===== src/rtl/vend_pkg.sv =====
// Shared definitions for the vending-machine controller: FSM state encoding
// and coin values expressed in nickel units.
package vend_pkg;

    typedef enum logic [1:0] {
        IDLE   = 2'd0,
        ACCUM  = 2'd1,
        VEND   = 2'd2,
        CHANGE = 2'd3
    } vend_state_e;

    localparam logic [2:0] NICKEL_U  = 3'd1;
    localparam logic [2:0] DIME_U    = 3'd2;
    localparam logic [2:0] QUARTER_U = 3'd5;

endpackage


===== src/rtl/vend_coin_arb.sv =====
// Coin arbiter: picks at most one coin per cycle (quarter > dime > nickel)
// and flags every other coin for return. While the controller is busy or a
// cancel is being honoured, every coin is returned.
module coin_arb
    import vend_pkg::*;
(
    input  logic       nb,
    input  logic       db,
    input  logic       qb,
    input  logic       cancel,
    input  logic       busy,
    output logic [2:0] coin_val,
    output logic       coin_rej
);

    // Priority select of the accepted coin and rejection of the losers.
    always_comb begin
        coin_val = 3'd0;
        coin_rej = 1'b0;
        if (busy || cancel) begin
            coin_rej = nb | db | qb;
        end else if (qb) begin
            coin_val = QUARTER_U;
            coin_rej = nb | db;
        end else if (db) begin
            coin_val = DIME_U;
            coin_rej = nb;
        end else if (nb) begin
            coin_val = NICKEL_U;
        end
    end

endmodule


===== src/rtl/vend_ctrl.sv =====
// Vending-machine controller: accumulates credit in nickel units, issues one
// vend pulse when PRICE_N is reached, then pays the remainder back as dimes
// followed by at most one nickel.
// Optional feature macro VEND_CANCEL_EN: when defined, cancel in ACCUM
// returns all credit through the normal payout; otherwise cancel is ignored.
module vend_ctrl
    import vend_pkg::*;
#(
    parameter int PRICE_N = 5,
    parameter int CW      = $clog2(PRICE_N + 5)
) (
    input  logic          clk,
    input  logic          rst,
    input  logic          nb,
    input  logic          db,
    input  logic          qb,
    input  logic          cancel,
    output logic          vend,
    output logic          chg_n,
    output logic          chg_d,
    output logic          reject,
    output logic          busy,
    output logic [CW-1:0] credit
);

    localparam logic [CW-1:0] PRICE_C = CW'(PRICE_N);
    localparam logic [CW-1:0] TWO_C   = CW'(2);
    localparam logic [CW-1:0] ONE_C   = CW'(1);

    vend_state_e   state_q, state_d;
    logic [CW-1:0] credit_q, credit_d;
    logic [CW-1:0] sum;
    logic          reject_q;
    logic [2:0]    coin_val;
    logic          coin_rej;
    logic          cancel_eff;

`ifdef VEND_CANCEL_EN
    // Cancel only means something while credit is being accumulated.
    assign cancel_eff = cancel & (state_q == ACCUM);
`else
    assign cancel_eff = cancel & 1'b0;
`endif

    assign busy   = (state_q == VEND) || (state_q == CHANGE);
    assign credit = credit_q;
    assign reject = reject_q;
    assign sum    = credit_q + CW'(coin_val);

    coin_arb u_arb (
        .nb       (nb),
        .db       (db),
        .qb       (qb),
        .cancel   (cancel_eff),
        .busy     (busy),
        .coin_val (coin_val),
        .coin_rej (coin_rej)
    );

    // Next-state, credit update and payout decode from registered state only.
    always_comb begin
        state_d  = state_q;
        credit_d = credit_q;
        vend     = 1'b0;
        chg_d    = 1'b0;
        chg_n    = 1'b0;
        case (state_q)
            IDLE, ACCUM: begin
                if (cancel_eff) begin
                    state_d = CHANGE;
                end else if (coin_val != 3'd0) begin
                    credit_d = sum;
                    state_d  = (sum >= PRICE_C) ? VEND : ACCUM;
                end
            end
            VEND: begin
                vend     = 1'b1;
                credit_d = credit_q - PRICE_C;
                state_d  = (credit_q == PRICE_C) ? IDLE : CHANGE;
            end
            CHANGE: begin
                if (credit_q >= TWO_C) begin
                    chg_d    = 1'b1;
                    credit_d = credit_q - TWO_C;
                    state_d  = (credit_q == TWO_C) ? IDLE : CHANGE;
                end else if (credit_q == ONE_C) begin
                    chg_n    = 1'b1;
                    credit_d = '0;
                    state_d  = IDLE;
                end else begin
                    state_d = IDLE;
                end
            end
            default: begin
                state_d  = IDLE;
                credit_d = '0;
            end
        endcase
    end

    // State, credit and registered reject pulse.
    always_ff @(posedge clk) begin
        if (rst) begin
            state_q  <= IDLE;
            credit_q <= '0;
            reject_q <= 1'b0;
        end else begin
            state_q  <= state_d;
            credit_q <= credit_d;
            reject_q <= coin_rej;
        end
    end

endmodule


===== config.mk =====
export PLATFORM = sky130hd
export DESIGN_NAME = vend_ctrl
export DESIGN_NICKNAME = d
export VERILOG_FILES = /design/src/rtl/vend_pkg.sv /design/src/rtl/vend_coin_arb.sv /design/src/rtl/vend_ctrl.sv
export SDC_FILE = /design/constraint.sdc
export NUM_CORES = 1
export LEC_CHECK = 0
export ABC_AREA = 1
export ABC_CLOCK_PERIOD_IN_PS = 1900
export CAP_MARGIN = 20
export CORE_MARGIN = 3
export CORE_UTILIZATION = 45
export DETAILED_ROUTE_END_ITERATION = 6
export PLACE_DENSITY = 0.73
export SLEW_MARGIN = 20
export SYNTH_ARGS = -nofsm -noshare
export SYNTH_HDL_FRONTEND = slang
export SYNTH_SLANG_ARGS = --single-unit

===== constraint.sdc =====
create_clock -name clk -period 1.9 [get_ports clk]
set_input_delay 0.38 -clock clk [delete_from_list [all_inputs] [get_ports clk]]
set_output_delay 0.38 -clock clk [all_outputs]
set_load 0.01 [all_outputs]

# Word level (Yosys, flattened, before mapping)

Cells that the tools add are included.
W data, S select, Z words.

Add/subtract/negate cells: 3
$lt $le $gt $ge: 2
Eq/ne operators: 8
Mux-type cells: 23
Bitwise operators: 2
Reductions and logical operators: 5

Operators with widths:

| kind                  | number |
|---|---|
| $mux W4               | 3 |
| $pmux W4 S3           | 1 |
| $mux W1               | 10 |
| $mux W2               | 5 |
| $mux W3               | 3 |
| $pmux W2 S3           | 1 |
| $add A4 B3 Y4         | 1 |
| $eq A2 B2 Y1 const B  | 2 |
| $eq A4 B1 Y1 const B  | 1 |
| $eq A4 B2 Y1 const B  | 1 |
| $eq A4 B3 Y1 const B  | 1 |
| $ge A4 B2 Y1 const B  | 1 |
| $ge A4 B3 Y1 const B  | 1 |
| $sub A4 B2 Y4 const B | 1 |
| $sub A4 B3 Y4 const B | 1 |
| $ne A3 B1 Y1 const B  | 1 |
| $reduce_bool A3 Y1    | 1 |
| $eq A2 B1 Y1 const B  | 1 |
| $logic_not A2 Y1      | 1 |
| $ne A2 B2 Y1 const B  | 1 |
| $or A1 B1 Y1          | 2 |
| $reduce_and A2 Y1     | 1 |
| $reduce_or A2 Y1      | 1 |
| $logic_or A1 B1 Y1    | 1 |

Flip-flop bits (word level): 7
Input port bits: 6
Output and inout port bits: 9
Word-level logic and storage cells: 46

# Logic depth before layout (Yosys ltp)

Gate-level depths: netlist of run 1.

Depth after elaboration: 9
Gate-level depth with buffers: 12

# By module

From an unflattened synthesis of run 1, not the netlist that was laid out.

Cell total of the unflattened synthesis: 126
Area total of the unflattened synthesis: 778.2 µm²

Modules (own cells, without submodules):

| module    | instances | cells each | area each (µm²) | sequential area each (µm²) |
|---|---|---|---|---|
| vend_ctrl | 1         | 109        | 708.2           | 140.1 |
| coin_arb  | 1         | 17         | 70.1            | 0.0 |

# Worst setup path before layout of run 1

Ideal clock, no wire load.

Path kind: input port to flip-flop
From: input port db
To: register state_q[1]
Library setup time: 116 ps
Arrival: 1683 ps
Required time: 1784 ps
Slack: 101 ps
Stages: 12
Path buffers: 0
Cells stage by stage: inv_1 > nor2_1 > nor3_1 > ha_1 > inv_1 > fa_1 > nand2_1 > inv_1 > o21ai_0 > nand3_1 > nand2_1 > a21oi_1

Cells in the longest elaborated chain, start to end: 8
Elaborated cells on any way between the ends: 10
Those cells by class: 1 x add/sub; 1 x order compare; 1 x eq/ne; 6 x mux; 1 x reduce/logical

RTL lines:

| element              | RTL line            | source |
|---|---|---|
| from (decl)          | vend_ctrl.sv:15     | `input logic db,` |
| $mux W3 (*)          | vend_coin_arb.sv:25 | `end else if (db) begin` |
| $mux W3 (*)          | vend_coin_arb.sv:22 | `end else if (qb) begin` |
| $mux W3 (*)          | vend_coin_arb.sv:20 | `if (busy \|\| cancel) begin` |
| $add A4 B3 Y4        | vend_ctrl.sv:48     | `assign sum = credit_q + CW'(coin_val);` |
| $ge A4 B3 Y1         | vend_ctrl.sv:73     | `state_d = (sum >= PRICE_C) ? VEND : ACCUM;` |
| $mux W2              | vend_ctrl.sv:73     |  |
| $mux W2              | vend_ctrl.sv:71     | `end else if (coin_val != 3'd0) begin` |
| $pmux W2 S3          | vend_ctrl.sv:67     | `case (state_q)` |
| to (signal assigned) | vend_ctrl.sv:108    | `state_q <= state_d;` |
| to (decl)            | vend_ctrl.sv:30     | `vend_state_e state_q, state_d;` |

Mark *: on every way between the ends. The rest lies on a longest branch, timed or not. The select of a mux whose other input is x is not followed.
A chain may end at the register's enable or synchronous reset.

# Final worst setup path of run 1

From: input port db
To: register state_q[0]

Same word-level chain as after synthesis.

==> flow_summary_export.csv, run 1 <==
group,metric,value,unit
final_layout,final_common_cell,"nand2_1",
synthesis,syn_nets,142,
sta,whs,0.441,ns
routing,vias,889,
clock_network,cts_tree,"built",
sta,finClkSkew,0.00573,ns
routing,drcViolationCount,0,
global_routing,grt_pass1_vias,896,
placed_design,numPortBuffers,13,
clock_network,path_clk_slew,0.05,ns
critical_path,crit_required,2.09,ns
die,io_pins,15,
global_routing,gr-usage-all-layers,0.204,
power_and_ir_drop,vdd_drop_max,0.802,mV
routing,first_iter_violations,18,
critical_path,startpoint_type,"primary input",
synthesis,syn_inst,126,
die,die_y,48.7,um
sta,post-route-period-util,0.949,
critical_path,crit_path_end_kind,"flip-flop",
final_layout,final_cell_mix,"nand2_1 (27), inv_1 (17), nand3_1 (16)",
power_and_ir_drop,switching_share,0.504,
synthesis,yosysSeqAreaShare,0.171,
routing,drt-pass1-iter-count,4,
clock_network,cts_made_buffers,3,
min_path,hold_path_class,"in2reg",
synthesis,ys_types,25,
critical_path,path_max_fanout,2,
final_layout,antenna_cells,0,
placed_design,dp.final_hpwl,1670,um
routing,wl_per_cell,11.9,um
critical_path,critPathLaunch,"db",
global_routing,grt_max_degree,9,
critical_path,critPathArrivalTime,1.99,ns
power_and_ir_drop,switchingPower,920,uW
power_and_ir_drop,seqPwrFrac,0.157,
global_routing,antenna_found_initial,0,
clock_network,clockBufferDepth,2,
final_layout,stdcell_count,180,
routing,viasPerCell,4.94,
die,die_area,0.00237,mm2
power_and_ir_drop,comb_power_share,0.767,
synthesis,ys_seq_elements,7,
placed_design,place_congestion,0.913,
sta,hold_violations,0,
sta,maxSlewViolCount,0,
die,core,0.00161,mm2
synthesis,syn_area_per_cell,6.51,um2
die,fp-row-count,14,
sta,period_needed,1.80,ns
final_layout,drive_gt1_frac,0.359,
sta,tightest_slew,0.254,ns
clock_network,root_buffer,"clkbuf_4",
placed_design,placed_cells,174,
power_and_ir_drop,finalPower,1.83,mW
sta,max_slew_margin,0.830,
clock_network,cts_sinks,7,
die,start_util,0.509,
sta,setup_violations,0,
clock_network,worstSkewPairLatency,0.26,ns
routing,drt-total-wl,2140,um
power_and_ir_drop,p_leak,0.551,nW
power_and_ir_drop,power_frac_clock,0.076,
critical_path,crit_type,"in2reg",
power_and_ir_drop,powerDensity,1650,mW/mm2
final_layout,area_delta_synth_final,34.9,%
power_and_ir_drop,p_int,906,uW
run,max_cap_viol_count,0,
routing,antenna_left,0,
sta,fmax,555,MHz
global_routing,grt-ovfl-total,0,
status,status,"finished clean",
synthesis,yosys_warnings,0,
synthesis,syn_area,821,um2
die,die_w,48.7,um
global_routing,grt_pass1_wl,3840,um
min_path,hp-start,"nb",
critical_path,timing.rr.start,"credit[0]",
final_layout,final_nets,173,
clock_network,ctsHtreeMaxLevel,1,
clock_network,cts_hold_buf,0,
## cells in the mapped netlist
library cell | n | share of area
xnor2_1 | 1 | 0.011
ha_1 | 9 | 0.14
nand3_2 | 1 | 0.012
nand4_1 | 2 | 0.015
nand2_1 | 28 | 0.13
o21ai_2 | 1 | 0.011
a31oi_1 | 1 | 0.0076
inv_2 | 3 | 0.014
nor2_1 | 7 | 0.032
o21ai_0 | 6 | 0.037
o21ai_1 | 1 | 0.0061
a21oi_2 | 3 | 0.032
nand2_2 | 4 | 0.030
a21oi_1 | 4 | 0.024
nand3_1 | 16 | 0.098
buf_6 | 1 | 0.014
dlygate4sd1_1 | 1 | 0.011
nor3_1 | 1 | 0.0061
inv_1 | 19 | 0.087
fa_1 | 1 | 0.024
nor2_4 | 4 | 0.055
nor2_2 | 3 | 0.023
dfxtp_1 | 7 | 0.17
or2_2 | 1 | 0.0076
inv_4 | 1 | 0.0076
## cells by family after synthesis
logic type,Yosys count,synth area share
buffers and inverters,25,0.133
xor gates and xnor gates,1,0.0107
AOI/OAI and AO/OA,16,0.117
DFF,7,0.171
and+or+nand+nor,67,0.407
adders and majority gates,10,0.162
## flip-flops by register name, summed over array words and instances (netlist names)
name / flops
state_q: 2
credit: 4
reject: 1
## power by group through the flow
stage | Clock, mW | Sequential (mW) | Combinational [mW]
6_report | 0.138 | 0.287 | 1.40
4_1_cts | 0.138 | 0.289 | 1.36
3_3_place_gp | 0 | 0.283 | 1.29
2_1_floorplan | 0 | 0.326 | 0.833
3_5_place_dp | 0 | 0.284 | 1.32
5_1_grt | 0.150 | 0.299 | 1.59
## routing by layer
metal / vias to the layer above / GRT usage / routed length, um
met5: - / 0 / 0
met4: 0 / 0.0900 / 33
met3: 4 / 0.0184 / 84
li1: 461 / - / -
met1: 394 / 0.257 / 1020
met2: 30 / 0.351 / 1010
## critical path, cell delays in order
cell and delay (ns):
clkbuf_2 0.10, inv_2 0.06, nor2_2 0.04, nor3_2 0.17, ha_2 0.21, inv_2 0.04
fa_2 0.57, nand2_2 0.06, o21ai_2 0.07, nand4_1 0.13, a21oi_2 0.15
## final timing paths
| check | end | slack, ns | depth (start not counted) |
|---|---|---|---|
| hold / removal | reject | 0.44 | 3 |
| hold reg to reg | credit[0] | 0.63 | 3 |
| setup / recovery | state_q[0] | 0.1 | 11 |
| setup reg to reg | state_q[0] | 0.14 | 8 |
## final cells by class
type | instances | area (um2)
multi-input cells | 94 | 599
fillers | 148 | 504
repair buffers | 28 | 220
flip-flops and latches | 7 | 143
inverters | 23 | 88.8
well taps | 24 | 30.0
clock buffers | 4 | 26.3
## per-stage QoR
stage,TNS [ns],utilization,cell area [um2],setup slack (ns)
after floorplan,0,-,821,0.101
after global placement,-2.17,0.657,1060,-0.513
after detailed placement,-2.46,0.657,1060,-0.576
after CTS,0,0.688,1110,0.0153
after global routing,-0.0314,0.687,1110,-0.0186
final,0,0.687,1110,0.0978
## timing repair
item,in CTS,in global routing
buffers inserted,1,1
pin swaps,1,5
setup endpoints to repair,8,5
gates resized for setup,17,11
Note: power is estimated with default switching activity, not from simulation.
==> run 2: changes to the inputs <==
- CAP_MARGIN: 20 -> default
==> results of run 2 <==
Same layout as run 1: the final DEF is identical, and so are final timing and power.
==> run 3: changes to the inputs <==
- CORE_MARGIN: 3 -> 2
==> run 3 against run 2 <==
  * Sequential cell count stayed put
  * Maximum frequency is 1.4% lower
  * Core utilization is 3.7 points lower
  * Via count is 1.6% higher
  * Final area is 1.4% higher
  * Wire length is 2.1% higher
  * Critical path depth is 1 higher
  * Die area is 8.0% lower
  * Non-clock buffer count stayed put
  * Critical endpoint is now state_q[1]
  * Largest power group unchanged
==> flow_summary_export.csv, run 3 (same netlist as run 1, synthesis figures left out) <==
group,metric,value,unit
clock_network,cts_sinks,7,
critical_path,cp_slowest_cell,"fa_2",
sta,max_slew_margin,0.848,
critical_path,crit_path_end_kind,"flip-flop",
final_layout,final_cell_mix,"nand2_1 (27), inv_1 (18), nand3_1 (16)",
sta,tightest_slew,0.228,ns
critical_path,crit_type,"in2reg",
die,io_pins,15,
global_routing,grt_pass1_wl,3680,um
placed_design,dp.final_hpwl,1710,um
critical_path,r2r-end,"state_q[1]",
sta,hold_violations,0,
critical_path,path_cells,"clkdlybuf4s15_1 -> inv_2 -> nor2_2 -> nor3_2 -> ha_2 -> inv_1 -> fa_2 -> nand2_2 -> o21ai_2 -> nand3_1 -> nand2_1 -> a21oi_1",
critical_path,critPathArrivalTime,1.97,ns
placed_design,placed_cells,175,
global_routing,grt-ovfl-total,0,
routing,vias,903,
final_layout,final_common_cell,"nand2_1",
global_routing,grt_pass1_vias,834,
power_and_ir_drop,vdd_drop_max,0.677,mV
routing,viasPerCell,4.99,
clock_network,worstSkewPairLatency,0.27,ns
sta,fmax,547,MHz
routing,antenna_left,0,
critical_path,critPathLaunch,"db",
sta,post-route-period-util,0.962,
clock_network,clockBufferDepth,2,
critical_path,timing.rr.start,"credit[0]",
run,max_cap_viol_count,0,
final_layout,largest_reg_flops,4,
clock_network,path_clk_slew,0.05,ns
routing,first_iter_violations,7,
min_path,hold_path_class,"in2reg",
sta,layout_setup_ws,0.0725,ns
routing,drcViolationCount,0,
sta,period_needed,1.83,ns
global_routing,grt_max_degree,9,
sta,rsz0062_at_grt,"yes",
final_layout,stdcell_count,181,
critical_path,startpoint_type,"primary input",
die,die_area,0.00218,mm2
global_routing,antenna_found_initial,0,
final_layout,area_delta_synth_final,36.7,%
global_routing,gr-usage-all-layers,0.243,
critical_path,crit_required,2.05,ns
sta,whs,0.559,ns
critical_path,worst-r2r-setup-slack,0.17,ns
placed_design,place_congestion,0.865,
critical_path,max_stage_delay,0.54,ns
sta,finClkSkew,0.00894,ns
final_layout,fillers,158,
die,die_w,46.7,um
routing,wl_per_cell,12.1,um
final_layout,drive_gt1_frac,0.333,
power_and_ir_drop,p_leak,0.554,nW
clock_network,cts_tree,"built",
clock_network,root_buffer,"clkbuf_4",
placed_design,numPortBuffers,13,
clock_network,ctsHtreeMaxLevel,1,
placed_design,pre_cts_ws,-0.602,ns
die,core,0.00173,mm2
die,die_y,46.7,um
routing,drt-pass1-iter-count,4,
die,fp-row-count,15,
sta,setup_violations,0,
critical_path,cp.depth,12,
critical_path,critPathCapture,"state_q[1]",
final_layout,final_nets,173,
status,status,"finished clean",
routing,drt-total-wl,2190,um
final_layout,fin_util,0.650,
clock_network,cts_made_buffers,3,
final_layout,antenna_cells,0,
clock_network,cts_hold_buf,0,
critical_path,critPathBufInv,3,
critical_path,rr_worst_depth,9,
die,start_util,0.475,
power_and_ir_drop,powerDensity,1650,mW/mm2
sta,maxSlewViolCount,0,
critical_path,cp_top_family,"adder cells",
critical_path,path_max_fanout,2,
run 3: cell types whose count changed in the layout (fill, tap and decap cells not counted), sizes merged:
cell	delta
clkdlybuf4s15	+2
dlygate4sd2	+1
clkbuf	-3
run 3: worst min-delay path, stage by stage:
cell and delay (ns):
clkdlybuf4s15_2 0.22, o21ai_0 0.08, a31oi_1 0.08
run 3: repair_timing:
action | 4_1_cts | 5_1_grt
setup endpoints to repair | 7 | 5
pin swaps | 4 | 6
buffers inserted | 2 | 0
gates resized for setup | 17 | 8
run 3: worst min path at each step:
| stage | slack [ns] | cells after the start | startpoint | to |
|---|---|---|---|---|
| 6_report | 0.56 | 3 | qb | reject |
| 4_1_cts | 0.55 | 3 | qb | reject |
| 2_1_floorplan | 0.44 | 1 | rst | credit[0] |
| 3_3_place_gp | 0.60 | 2 | state_q[0] | state_q[0] |
| 3_5_place_dp | 0.61 | 2 | state_q[0] | state_q[0] |
| 5_1_grt | 0.60 | 3 | qb | reject |
run 3: routing by layer:
layer,track usage,wire length (um)
met5,0,0
met4,0.128,63
met3,0.0392,51
met2,0.403,1030
met1,0.302,1050
run 3: layout make-up:
class,count,area (um2),area share
sequential,7,143,0.127
tap,25,31.3,0.0279
inverter,23,88.8,0.0792
clock buffer,4,26.3,0.0234
timing repair buffer,28,235,0.210
multi-input combinational,94,598,0.533
run 3: stage by stage:
stage | total power [mW] | area (um2) | setup TNS (ns)
finish | 1.85 | 1120 | 0
global route | 2.02 | 1120 | -0.0223
CTS | 1.80 | 1110 | 0
detailed placement | 1.60 | 1060 | -2.57
global placement | 1.56 | 1060 | -2.18
floorplan | 1.16 | 821 | 0
run 3: power by group:
part / switching [mW] / internal (mW)
Clock: 0.0649 / 0.0808
Sequential: 0.0782 / 0.217
Combinational: 0.791 / 0.615
Total: 0.934 / 0.913
